<file path="src/rtl/multi_bar_graph_controller.sv">
// Draws N_BARS horizontal bar graphs on an SSD1331 OLED as FILL/CLEAR rectangle
// commands, redrawing only bars whose clamped value changed since the last update.
module multi_bar_graph_controller #(
  parameter int N_BARS  = 2,
  parameter int BAR_H   = 16,
  parameter int BAR_GAP = 4,
  parameter int ROW0    = 0,
  parameter int COL_MAX = 95,
  parameter int TH0     = 16,
  parameter int TH1     = 32,
  parameter int TH2     = 48,
  parameter int TH3     = 72
) (
  input  logic                  clk_i,
  input  logic                  rstn_i,
  input  logic                  en_i,
  input  logic                  force_i,
  input  logic [8*N_BARS-1:0]   y_i,
  input  logic                  spi_done_i,
  output logic                  spi_en,
  output logic [7:0]            data_o,
  output logic                  dc_o,
  output logic                  busy_o,
  output logic                  done_o
);

  // state    | meaning
  // IDLE     | waiting for en_i
  // PREAMBLE | set up the one-time fill-enable command (26 01)
  // SELECT   | decide whether bar r_bar needs a redraw
  // LOAD     | wait for spi_done_i low, present the byte
  // SEND     | spi_en high until spi_done_i
  // NEXT     | advance byte index / sub-phase / bar
  // DONE     | one-cycle completion, done_o pulses next cycle
  typedef enum logic [2:0] {
    S_IDLE, S_PREAMBLE, S_SELECT, S_LOAD, S_SEND, S_NEXT, S_DONE
  } state_t;

  typedef enum logic [1:0] {PH_PRE, PH_FILL, PH_CLEAR} phase_t;

  localparam logic [7:0] COL_MAX_B = 8'(COL_MAX);
  localparam logic [1:0] LAST_BAR  = 2'(N_BARS - 1);
  localparam logic [3:0] LAST_RECT = 4'd10;
  localparam logic [3:0] LAST_PRE  = 4'd1;

  if (N_BARS < 1 || N_BARS > 4 ||
      ROW0 + N_BARS*(BAR_H+BAR_GAP) - BAR_GAP > 64) begin : g_bad_params
    $error("multi_bar_graph_controller: bar layout does not fit the panel");
  end

  state_t              r_state;
  state_t              w_next;
  phase_t              r_phase;
  logic [3:0]          r_idx;
  logic [1:0]          r_bar;
  logic                r_force;
  logic                r_fill_on;
  logic [7:0]          r_snap  [N_BARS];
  logic [7:0]          r_cache [N_BARS];
  logic [N_BARS-1:0]   r_valid;

  logic [N_BARS-1:0]   w_bar_onehot;
  logic [7:0]          w_y;
  logic [7:0]          w_cache_y;
  logic                w_need;
  logic                w_need_clear;
  logic                w_last_byte;
  logic                w_last_bar;
  logic [15:0]         w_rgb;
  logic [7:0]          w_ch_a;
  logic [7:0]          w_ch_b;
  logic [7:0]          w_ch_c;
  logic [7:0]          w_col_s;
  logic [7:0]          w_col_e;
  logic [7:0]          w_row_s;
  logic [7:0]          w_row_e;
  logic [7:0]          w_byte;
  logic                w_spi_en_d;
  logic                w_busy_d;
  logic                w_done_d;

  function automatic logic [15:0] colour_of(input logic [7:0] y);
    int yi;
    yi = int'(y);
    if (yi < TH0)      return 16'hF800;
    else if (yi < TH1) return 16'hFC00;
    else if (yi < TH2) return 16'hFFE0;
    else if (yi < TH3) return 16'h87E0;
    else               return 16'h07E0;
  endfunction

  always_comb begin
    w_bar_onehot = '0;
    w_y          = '0;
    w_cache_y    = '0;
    for (int k = 0; k < N_BARS; k++) begin
      w_bar_onehot[k] = (r_bar == 2'(k));
      if (r_bar == 2'(k)) begin
        w_y       = r_snap[k];
        w_cache_y = r_cache[k];
      end
    end
  end

  assign w_need       = r_force || ((r_valid & w_bar_onehot) == '0) || (w_y != w_cache_y);
  assign w_need_clear = (w_y < COL_MAX_B);
  assign w_last_byte  = (r_phase == PH_PRE) ? (r_idx == LAST_PRE) : (r_idx == LAST_RECT);
  assign w_last_bar   = (r_bar == LAST_BAR);

  // state register
  always_ff @(posedge clk_i or negedge rstn_i) begin
    if (!rstn_i) r_state <= S_IDLE;
    else         r_state <= w_next;
  end

  // next-state logic
  always_comb begin
    w_next = r_state;
    case (r_state)
      S_IDLE:     if (en_i) w_next = r_fill_on ? S_SELECT : S_PREAMBLE;
      S_PREAMBLE: w_next = S_LOAD;
      S_SELECT: begin
        if (w_need)          w_next = S_LOAD;
        else if (w_last_bar) w_next = S_DONE;
      end
      S_LOAD:     if (!spi_done_i) w_next = S_SEND;
      S_SEND:     if (spi_done_i)  w_next = S_NEXT;
      S_NEXT: begin
        if (!w_last_byte) begin
          w_next = S_LOAD;
        end else begin
          case (r_phase)
            PH_PRE:  w_next = S_SELECT;
            PH_FILL: w_next = w_need_clear ? S_LOAD : (w_last_bar ? S_DONE : S_SELECT);
            default: w_next = w_last_bar ? S_DONE : S_SELECT;
          endcase
        end
      end
      S_DONE:     w_next = S_IDLE;
      default:    w_next = S_IDLE;
    endcase
  end

  // output logic: command byte mux and next values of the registered outputs
  always_comb begin
    w_rgb   = colour_of(w_y);
    w_ch_a  = {2'b00, w_rgb[15:11], 1'b0};
    w_ch_b  = {2'b00, w_rgb[10:5]};
    w_ch_c  = {2'b00, w_rgb[4:0], 1'b0};
    w_row_s = 8'(ROW0 + int'(r_bar) * (BAR_H + BAR_GAP));
    w_row_e = w_row_s + 8'(BAR_H - 1);
    w_col_s = 8'h00;
    w_col_e = w_y;
    if (r_phase == PH_CLEAR) begin
      w_ch_a  = 8'h00;
      w_ch_b  = 8'h00;
      w_ch_c  = 8'h00;
      w_col_s = w_y + 8'd1;
      w_col_e = COL_MAX_B;
    end

    w_byte = 8'h00;
    if (r_phase == PH_PRE) begin
      w_byte = (r_idx == 4'd0) ? 8'h26 : 8'h01;
    end else begin
      case (r_idx)
        4'd0:        w_byte = 8'h22;
        4'd1:        w_byte = w_col_s;
        4'd2:        w_byte = w_row_s;
        4'd3:        w_byte = w_col_e;
        4'd4:        w_byte = w_row_e;
        4'd5, 4'd8:  w_byte = w_ch_c;
        4'd6, 4'd9:  w_byte = w_ch_b;
        4'd7, 4'd10: w_byte = w_ch_a;
        default:     w_byte = 8'h00;
      endcase
    end

    w_spi_en_d = (w_next == S_SEND);
    w_busy_d   = (w_next != S_IDLE);
    w_done_d   = (r_state == S_DONE);
  end

  assign dc_o = 1'b0;

  always_ff @(posedge clk_i or negedge rstn_i) begin
    if (!rstn_i) begin
      spi_en    <= 1'b0;
      data_o    <= 8'h00;
      busy_o    <= 1'b0;
      done_o    <= 1'b0;
      r_phase   <= PH_PRE;
      r_idx     <= '0;
      r_bar     <= '0;
      r_force   <= 1'b0;
      r_fill_on <= 1'b0;
      r_valid   <= '0;
      for (int k = 0; k < N_BARS; k++) begin
        r_snap[k]  <= '0;
        r_cache[k] <= '0;
      end
    end else begin
      spi_en <= w_spi_en_d;
      busy_o <= w_busy_d;
      done_o <= w_done_d;
      case (r_state)
        S_IDLE: begin
          if (en_i) begin
            r_force <= force_i;
            r_bar   <= '0;
            for (int k = 0; k < N_BARS; k++)
              r_snap[k] <= (y_i[8*k +: 8] > COL_MAX_B) ? COL_MAX_B : y_i[8*k +: 8];
          end
        end
        S_PREAMBLE: begin
          r_phase <= PH_PRE;
          r_idx   <= '0;
        end
        S_SELECT: begin
          if (w_need) begin
            r_phase <= PH_FILL;
            r_idx   <= '0;
          end else if (!w_last_bar) begin
            r_bar <= r_bar + 2'd1;
          end
        end
        S_LOAD: if (!spi_done_i) data_o <= w_byte;
        S_NEXT: begin
          if (!w_last_byte) begin
            r_idx <= r_idx + 4'd1;
          end else if (r_phase == PH_PRE) begin
            r_fill_on <= 1'b1;
          end else if (r_phase == PH_FILL && w_need_clear) begin
            r_phase <= PH_CLEAR;
            r_idx   <= '0;
          end else begin
            // bar finished: remember what is now on the panel
            r_valid <= r_valid | w_bar_onehot;
            for (int k = 0; k < N_BARS; k++)
              if (w_bar_onehot[k]) r_cache[k] <= w_y;
            if (!w_last_bar) r_bar <= r_bar + 2'd1;
          end
        end
        default: ;
      endcase
    end
  end

endmodule

</file>
<file path="config.mk">
export PLATFORM = sky130hd
export DESIGN_NAME = multi_bar_graph_controller
export DESIGN_NICKNAME = d
export VERILOG_FILES = /design/src/rtl/multi_bar_graph_controller.sv
export SDC_FILE = /design/constraint.sdc
export NUM_CORES = 1
export LEC_CHECK = 0
export BUFFER_PORTS_ARGS = -buffer_cell sky130_fd_sc_hd__buf_2
export CORE_UTILIZATION = 55
export DETAILED_ROUTE_END_ITERATION = 6
export PLACE_DENSITY = 0.75
export SYNTH_ARGS = -nofsm -noshare
export SYNTH_HDL_FRONTEND = slang
export SYNTH_SLANG_ARGS = --single-unit
</file>
<file path="constraint.sdc">
create_clock -name clk_i -period 3.9 [get_ports clk_i]
set_input_delay 0.585 -clock clk_i [delete_from_list [all_inputs] [get_ports clk_i]]
set_output_delay 0.585 -clock clk_i [all_outputs]
set_load 0.03 [all_outputs]
</file>
; ---- Yosys cells after proc, flatten, opt, wreduce, memory -nomap -nowiden
; Index checks and enable logic that the tools add are counted.
[word_totals]
regBits = 58
in_bits = 21
out_inout_bits = 12
[op_classes]
n_addsub = 4
multipliers = 1
n_lt_le_gt_ge = 7
n_eq_ne = 30
mux = 47
bitwise = 5
n_reduce_logical = 23
[op_table]
columns = op, count
row1 = 8-bit 2-to-1 mux, 9
row2 = 16-bit 2-to-1 mux, 4
row3 = 8-bit one-hot mux with 8 select lines, 1
row4 = 3-bit 2-to-1 mux, 8
row5 = 6-bit 2-to-1 mux, 4
row6 = 2-bit 2-to-1 mux, 11
row7 = 3-bit one-hot mux with 6 select lines, 1
row8 = 4-bit by 3-bit == test with 1-bit output (second input constant), 4
row9 = 8-bit by 7-bit > comparator with 1-bit output (second input constant), 2
row10 = 8-bit by 6-bit less-than comparator with 1-bit output (second input constant), 2
row11 = 8-bit by 7-bit less-than comparator with 1-bit output (second input constant), 2
row12 = 4-bit 2-to-1 mux, 4
row13 = 5-bit AND reduction, 3
row14 = 2-bit inequality test (second input constant), 7
row15 = 3-bit == test (second input constant), 4
row16 = 4-bit == test (second input constant), 3
row17 = 2-bit one-hot mux with 3 select lines, 2
row18 = 4-bit one-hot mux with 3 select lines, 1
row19 = 3-bit nonzero test, 3
row20 = 7-bit by 4-bit adder with 8-bit output (second input constant), 1
row21 = 8-bit by 1-bit adder with 8-bit output (second input constant), 1
row22 = 4-bit by 2-bit == test with 1-bit output (second input constant), 2
row23 = 8-bit by 5-bit less-than comparator with 1-bit output (second input constant), 1
row24 = 8-bit inequality test, 1
row25 = other kinds (24), 36

; ---- Logic depth before layout (Yosys ltp)
[depth]
depth_word = 11
depth_mapped = 15

; ---- Worst setup path after synthesis
; No wires, ideal clock.
[synth_path]
path_kind = register to register
start = reg r_bar[1]
end = reg busy_o
setup_time_ns = 0.132
arrival_time_ns = 2.735
required_time_ns = 3.768
setup_slack_ns = 1.033
stages_incl_launch_ff = 15
n_path_buf = 2
path_cell_list = dfrtp_1 > inv_1 > ha_1 > buf_6 > buf_6 > nand3b_4 > and2_1 > inv_1 > ha_1 > inv_1 > a221oi_2 > a211o_1 > o2111ai_2 > nor3b_1 > or3b_1
[synth_via]
elab_chain_cells = 9
elab_cells_between_ends = 20
classes_between = 1 x order compare / 2 x eq/ne / 11 x mux / 1 x bitwise / 5 x reduce/logical
[synth_lines]
columns = item, line_no
row1 = "start, declared", 55  ; logic [1:0] r_bar;
row2 = "start signal, assigned", 224  ; r_bar <= r_bar + 2'd1;
row3 = "start signal, assigned", 241  ; if (!w_last_bar) r_bar <= r_bar + 2'd1;
row4 = 2-bit zero test, 98  ; if (r_bar == 2'(k)) begin
row5 = 8-bit 2-to-1 mux, 98
row6 = 8-bit 2-to-1 mux (*), 98
row7 = net w_y[1], 63  ; logic [7:0] w_y;
row8 = 8-bit by 7-bit less-than comparator with 1-bit output, 106  ; assign w_need_clear = (w_y < COL_MAX_B);
row9 = 3-bit 2-to-1 mux, 134  ; PH_FILL: w_next = w_need_clear ? S_LOAD : (w_last_bar ? S_DONE : S_SELECT);
row10 = 3-bit one-hot mux with 2 select lines, 132  ; case (r_phase)
row11 = 3-bit 2-to-1 mux, 129  ; if (!w_last_byte) begin
row12 = 3-bit one-hot mux with 6 select lines (*), 119  ; case (r_state)
row13 = 3-bit nonzero test (*), 180  ; w_busy_d = (w_next != S_IDLE);
row14 = net w_busy_d, 79  ; logic w_busy_d;
row15 = "end signal, assigned", 204  ; busy_o <= w_busy_d;
row16 = "end, declared", 23  ; output logic busy_o,
; The timed path passes the listed nets; every way through them passes the cells marked *.
; A chain may end at the register's enable or synchronous reset.

; ---- Final worst setup path
[layout_path]
start = reg r_bar[0]
end = reg busy_o
[layout_via]
elab_chain_cells = 9
elab_cells_between_ends = 20
classes_between = 1 x order compare / 2 x eq/ne / 11 x mux / 1 x bitwise / 5 x reduce/logical
[layout_lines]
columns = item, line_no
row1 = 2-bit zero test, 98
row2 = 8-bit 2-to-1 mux, 98
row3 = 8-bit 2-to-1 mux (*), 98
row4 = net w_y[0], 63
row5 = 8-bit by 7-bit less-than comparator with 1-bit output, 106
row6 = 3-bit 2-to-1 mux, 134
row7 = 3-bit one-hot mux with 2 select lines, 132
row8 = 3-bit 2-to-1 mux, 129
row9 = 3-bit one-hot mux with 6 select lines (*), 119
row10 = net w_next[0], 52  ; state_t w_next;
row11 = 3-bit nonzero test (*), 180
row12 = net w_busy_d, 79
; Marks and branches as above.

==> key figures <==
Run status
  – Status: completed

Timing
  – Peak Freq: about 300 MHz
  – Clock Skews: about 0.0084 ns
  – Fin Setup TNS: 0 ns
  – Final Hold Fails: 0
  – Crit path time final: about 3.3 ns
  – RSZ-0062 raised after global routing: false
  – Worst-margin pin slew: around 1.1 ns
  – Final Cycle Share: a little under nine tenths
  – Slew HR: about 27%
  – Slew Viols, Final: 0
  – Final setup violation count: 0

Pwr
  – Clock Power Share: roughly a fifth
  – Reg power frac: between 30% and 40%
  – Maximum VDD drop: ~380 uV
  – Pwr dens: around 720 nW/um^2
  – Logic pwr share: between 40% and 50%
  – Static leakage: between 1.5 and 2 nW
  – Switching share of power: 45.6%
  – Net Switching: approximately 1.3 mW
  – Int Pwr: 1.53 mW

Logic synthesis
  – Post-Syn Area: around 3500 sq um
  – Post-synthesis async set-or-reset flop share: 100%
  – Main flop type after synthesis: dfrtp_1
  – Syn Inst Count: 393
  – Avg Cell Area, Syn: approximately 9 sq um
  – Syn_nets: 423
  – Yosys warnings: 0
  – #FFs+latches synth: 58
  – Synth unique cells: 60
  – Post-synth EDFFs: 0
  – Register area share after synthesis: a little over 40%

Placed design
  – Routability Congestion: 0.948
  – # port buffers: 31
  – DP Area: approximately 3700 sq um
  – Hpwl dp: about 6.7 mm

Critical path
  – R2r worst-path depth: 12
  – Most numerous cell on the critical path: inv_1
  – Critical Path Fanout Max: 16
  – Critical Path RT: 4.11 ns
  – Slowest stage delay, CP: 0.57 ns
  – Critical Path End: busy_o
  – CP endpoint kind: register
  – Worst EP arrival: 3.54 ns
  – CP max-delay cell: ha_1
  – WS Path Type: reg2reg
  – Startpoint Class: register
  – Critical Path, Cell by Cell: inv_1 > ha_1 > nand3b_1 > and2_1 > inv_1 > ha_1 > inv_1 > a221oi_2 > a21oi_1 > o21ai_1 > nand4_2 > or3b_1
  – Register-to-register setup slack: 0.57 ns
  – FF-to-FF Start: r_bar[0]
  – Reg2reg end: busy_o
  – Start point of the critical path: r_bar[0]

Worst hold path
  – Hold Crit Class: in2async

Clock network
  – Maximum clock path buffer count: 2
  – Clock sink count: a little under 60
  – TritonCTS Buffers: 9
  – CTS resizes: 0
  – Cts hold-fix bufs: 0
  – Clk slew on worst S/H paths: roughly 0.070 ns
  – Clock root buffer: clkbuf_8
  – Post-CTS setup buffers: 0
  – TritonCTS clock tree: yes
  – Clk_lat worst skew: ~0.34 ns
  – Max H-tree Level: 3

Finish
  – Post-Route Utilization: between 60% and 70%
  – Fillers: ~520
  – Syn-to-layout area delta: 11.8%
  – Antenna Cells: 0
  – Final design area excluding fillers: ~3900 sq um
  – Nets: between 400 and 500
  – Layout cell share with drive strength beyond 1: ~15%

Floorplan
  – Die height: a little over 80 microns
  – FP Rows: 28
  – Die X: 81.7 microns
  – Core area: roughly 6000 sq um
  – Initial Util: 58.0%
  – Die Area: about 6700 sq um
  – # IOs: 33

Global route
  – Vias in the first global route: between 2000 and 3000
  – Largest net degree at the start of global routing: 34
  – Grt ovf: 0
  – Initial antenna violation count: 0
  – GRT Total Usage: 29.2%
  – First-pass GRT wire length: around 14 mm

Flow run
  – Maxcap violations: 0

Route
  – DR vias: roughly 3100
  – Drt first pass iters: 6
  – # DRC: 0
  – Detail Route Antenna Nets: 0
  – WL final: a little over 9 mm
  – Drt initial violations: between 200 and 300
  – Via density: about 6.2
  – WL/cell: 17.9 microns
-- worst max-delay path, delay by kind of cell (launching register included) --
| family | cells | cell delay [ns] |
|---|---|---|
| AO/OA/AOI/OAI | 3 | 0.78 |
| buffers and inverters | 3 | 0.28 |
| flip-flops | 1 | 0.41 |
| adder cells (fa/ha/maj) | 2 | 0.72 |
| AND/OR/NAND/NOR | 4 | 1.00 |
-- final cells by class --
| class | count | area (sq um) | area share (%) |
|---|---|---|---|
| Tap cell | 75 | 93.8 | 2.40 |
| Clock inverter | 3 | 40.0 | 1.02 |
| Inverter | 22 | 82.6 | 2.11 |
| Multi-Input combinational cell | 296 | 1880 | 48.1 |
| Sequential cell | 58 | 1450 | 37.1 |
| Clock buffer | 12 | 145 | 3.71 |
| Timing Repair Buffer | 39 | 215 | 5.51 |
-- stage by stage --
step                total power, mW  hold WS, ns  std cells  setup WS (ns)
floorplan                      1.88        0.289        393           1.03
CTS                            2.78        0.246        505          0.607
global route                   2.97        0.289        505          0.296
global placement               2.22        0.458        490          0.754
detailed placement             2.24        0.464        490          0.634
finish                         2.81        0.222        505          0.571
-- cell usage after synthesis, types with 3 or more instances --
cell type   n  area [sq um]
clkbuf_1   12          45.0
nor4_1      5          31.3
o2111ai_1   3          26.3
mux2_2      3          33.8
inv_1      21          78.8
dfrtp_1    58          1450
o211ai_1    3          22.5
a31oi_1     7          43.8
nor3_1      9          45.0
nor2b_1     7          43.8
xnor2_1     8          70.1
and3b_1     3          26.3
o21ai_0    21           105
nand2_1    44           165
nand2b_1    5          31.3
nor3b_1     3          22.5
nor2_1     26          97.6
o21a_1      5          37.5
and2_1      9          56.3
nand3_1    18          90.1
ha_1        9           113
o22a_1     11          96.3
o21ai_1    17          85.1
xor2_1      5          43.8
nand3b_1    6          45.0
a21oi_1    29           145
-- worst min-delay path by stage --
stage | cells after the start | slack (ns) | startpoint | endpoint
2_1_floorplan | 0 | 0.29 | rstn_i | busy_o
3_3_place_gp | 2 | 0.46 | r_fill_on | r_fill_on
3_5_place_dp | 2 | 0.46 | r_fill_on | r_fill_on
4_1_cts | 1 | 0.25 | rstn_i | r_snap[2]
5_1_grt | 1 | 0.29 | rstn_i | r_snap[2]
6_report | 1 | 0.22 | rstn_i | r_snap[2]
-- cells in the final DEF (no fill, tap or decap), drive strengths merged, types with 3 or more instances in the layout --
cell	Yosys	routed
o2111ai	4	4
dfrtp	58	58
nand2b	5	5
nand3b	7	7
nand3	18	18
buf	5	39
inv	22	22
and3b	3	3
mux2	4	4
o22a	11	11
xnor2	8	8
ha	9	9
nor2b	7	7
a21oi	29	29
and2	9	9
o21a	5	5
o31ai	3	3
o211ai	3	3
nor3	9	9
nor2	26	26
a2111oi	3	3
xor2	5	5
o21ai	38	38
clkbuf	12	12
nor3b	3	3
nand2	44	44
nor4	5	5
a31oi	7	7
-- registers in the layout, summed over array words and instances, names as in the netlist --
register and count:
r_idx 4, r_snap 16, spi_en 1, r_phase 2, done_o 1, data_o 8, r_fill_on 1, busy_o 1
r_state 3, r_bar 2, r_cache 16, r_force 1, r_valid 2
-- metal layers --
metal  up-vias  global-route usage, %  wire, microns  part of all wire (%)
met4         0                   10.9            144                   1.6
met5         -                      0              0                     0
met3        18                   7.00            807                   8.9
li1       1493                      -              -                     -
met2       136                   41.9           3870                    43
met1      1490                   42.3           4230                    47
-- power groups by stage --
stage / logic, mW / registers (mW) / clock network [mW]
after floorplan: 0.967 / 0.911 / 0
after global placement: 1.31 / 0.909 / 0
after detailed placement: 1.32 / 0.920 / 0
after CTS: 1.33 / 0.909 / 0.542
after global routing: 1.47 / 0.931 / 0.571
final: 1.35 / 0.915 / 0.537
-- cells by family (layout without fill, tap and decap cells) --
group / after synthesis / after routing / share of synthesized area, %
xor gates and xnor gates: 13 / 13 / 3.26
and+or+nand+nor: 144 / 144 / 21.2
buffers and inverters: 39 / 76 / 4.87
adders and majority gates: 9 / 9 / 3.22
AOI/OAI and AO/OA: 124 / 124 / 24.2
other: 1 / 1 / 0.107
DFF: 58 / 58 / 41.5
muxes: 5 / 5 / 1.57
Power figures use the tool's default switching activity.
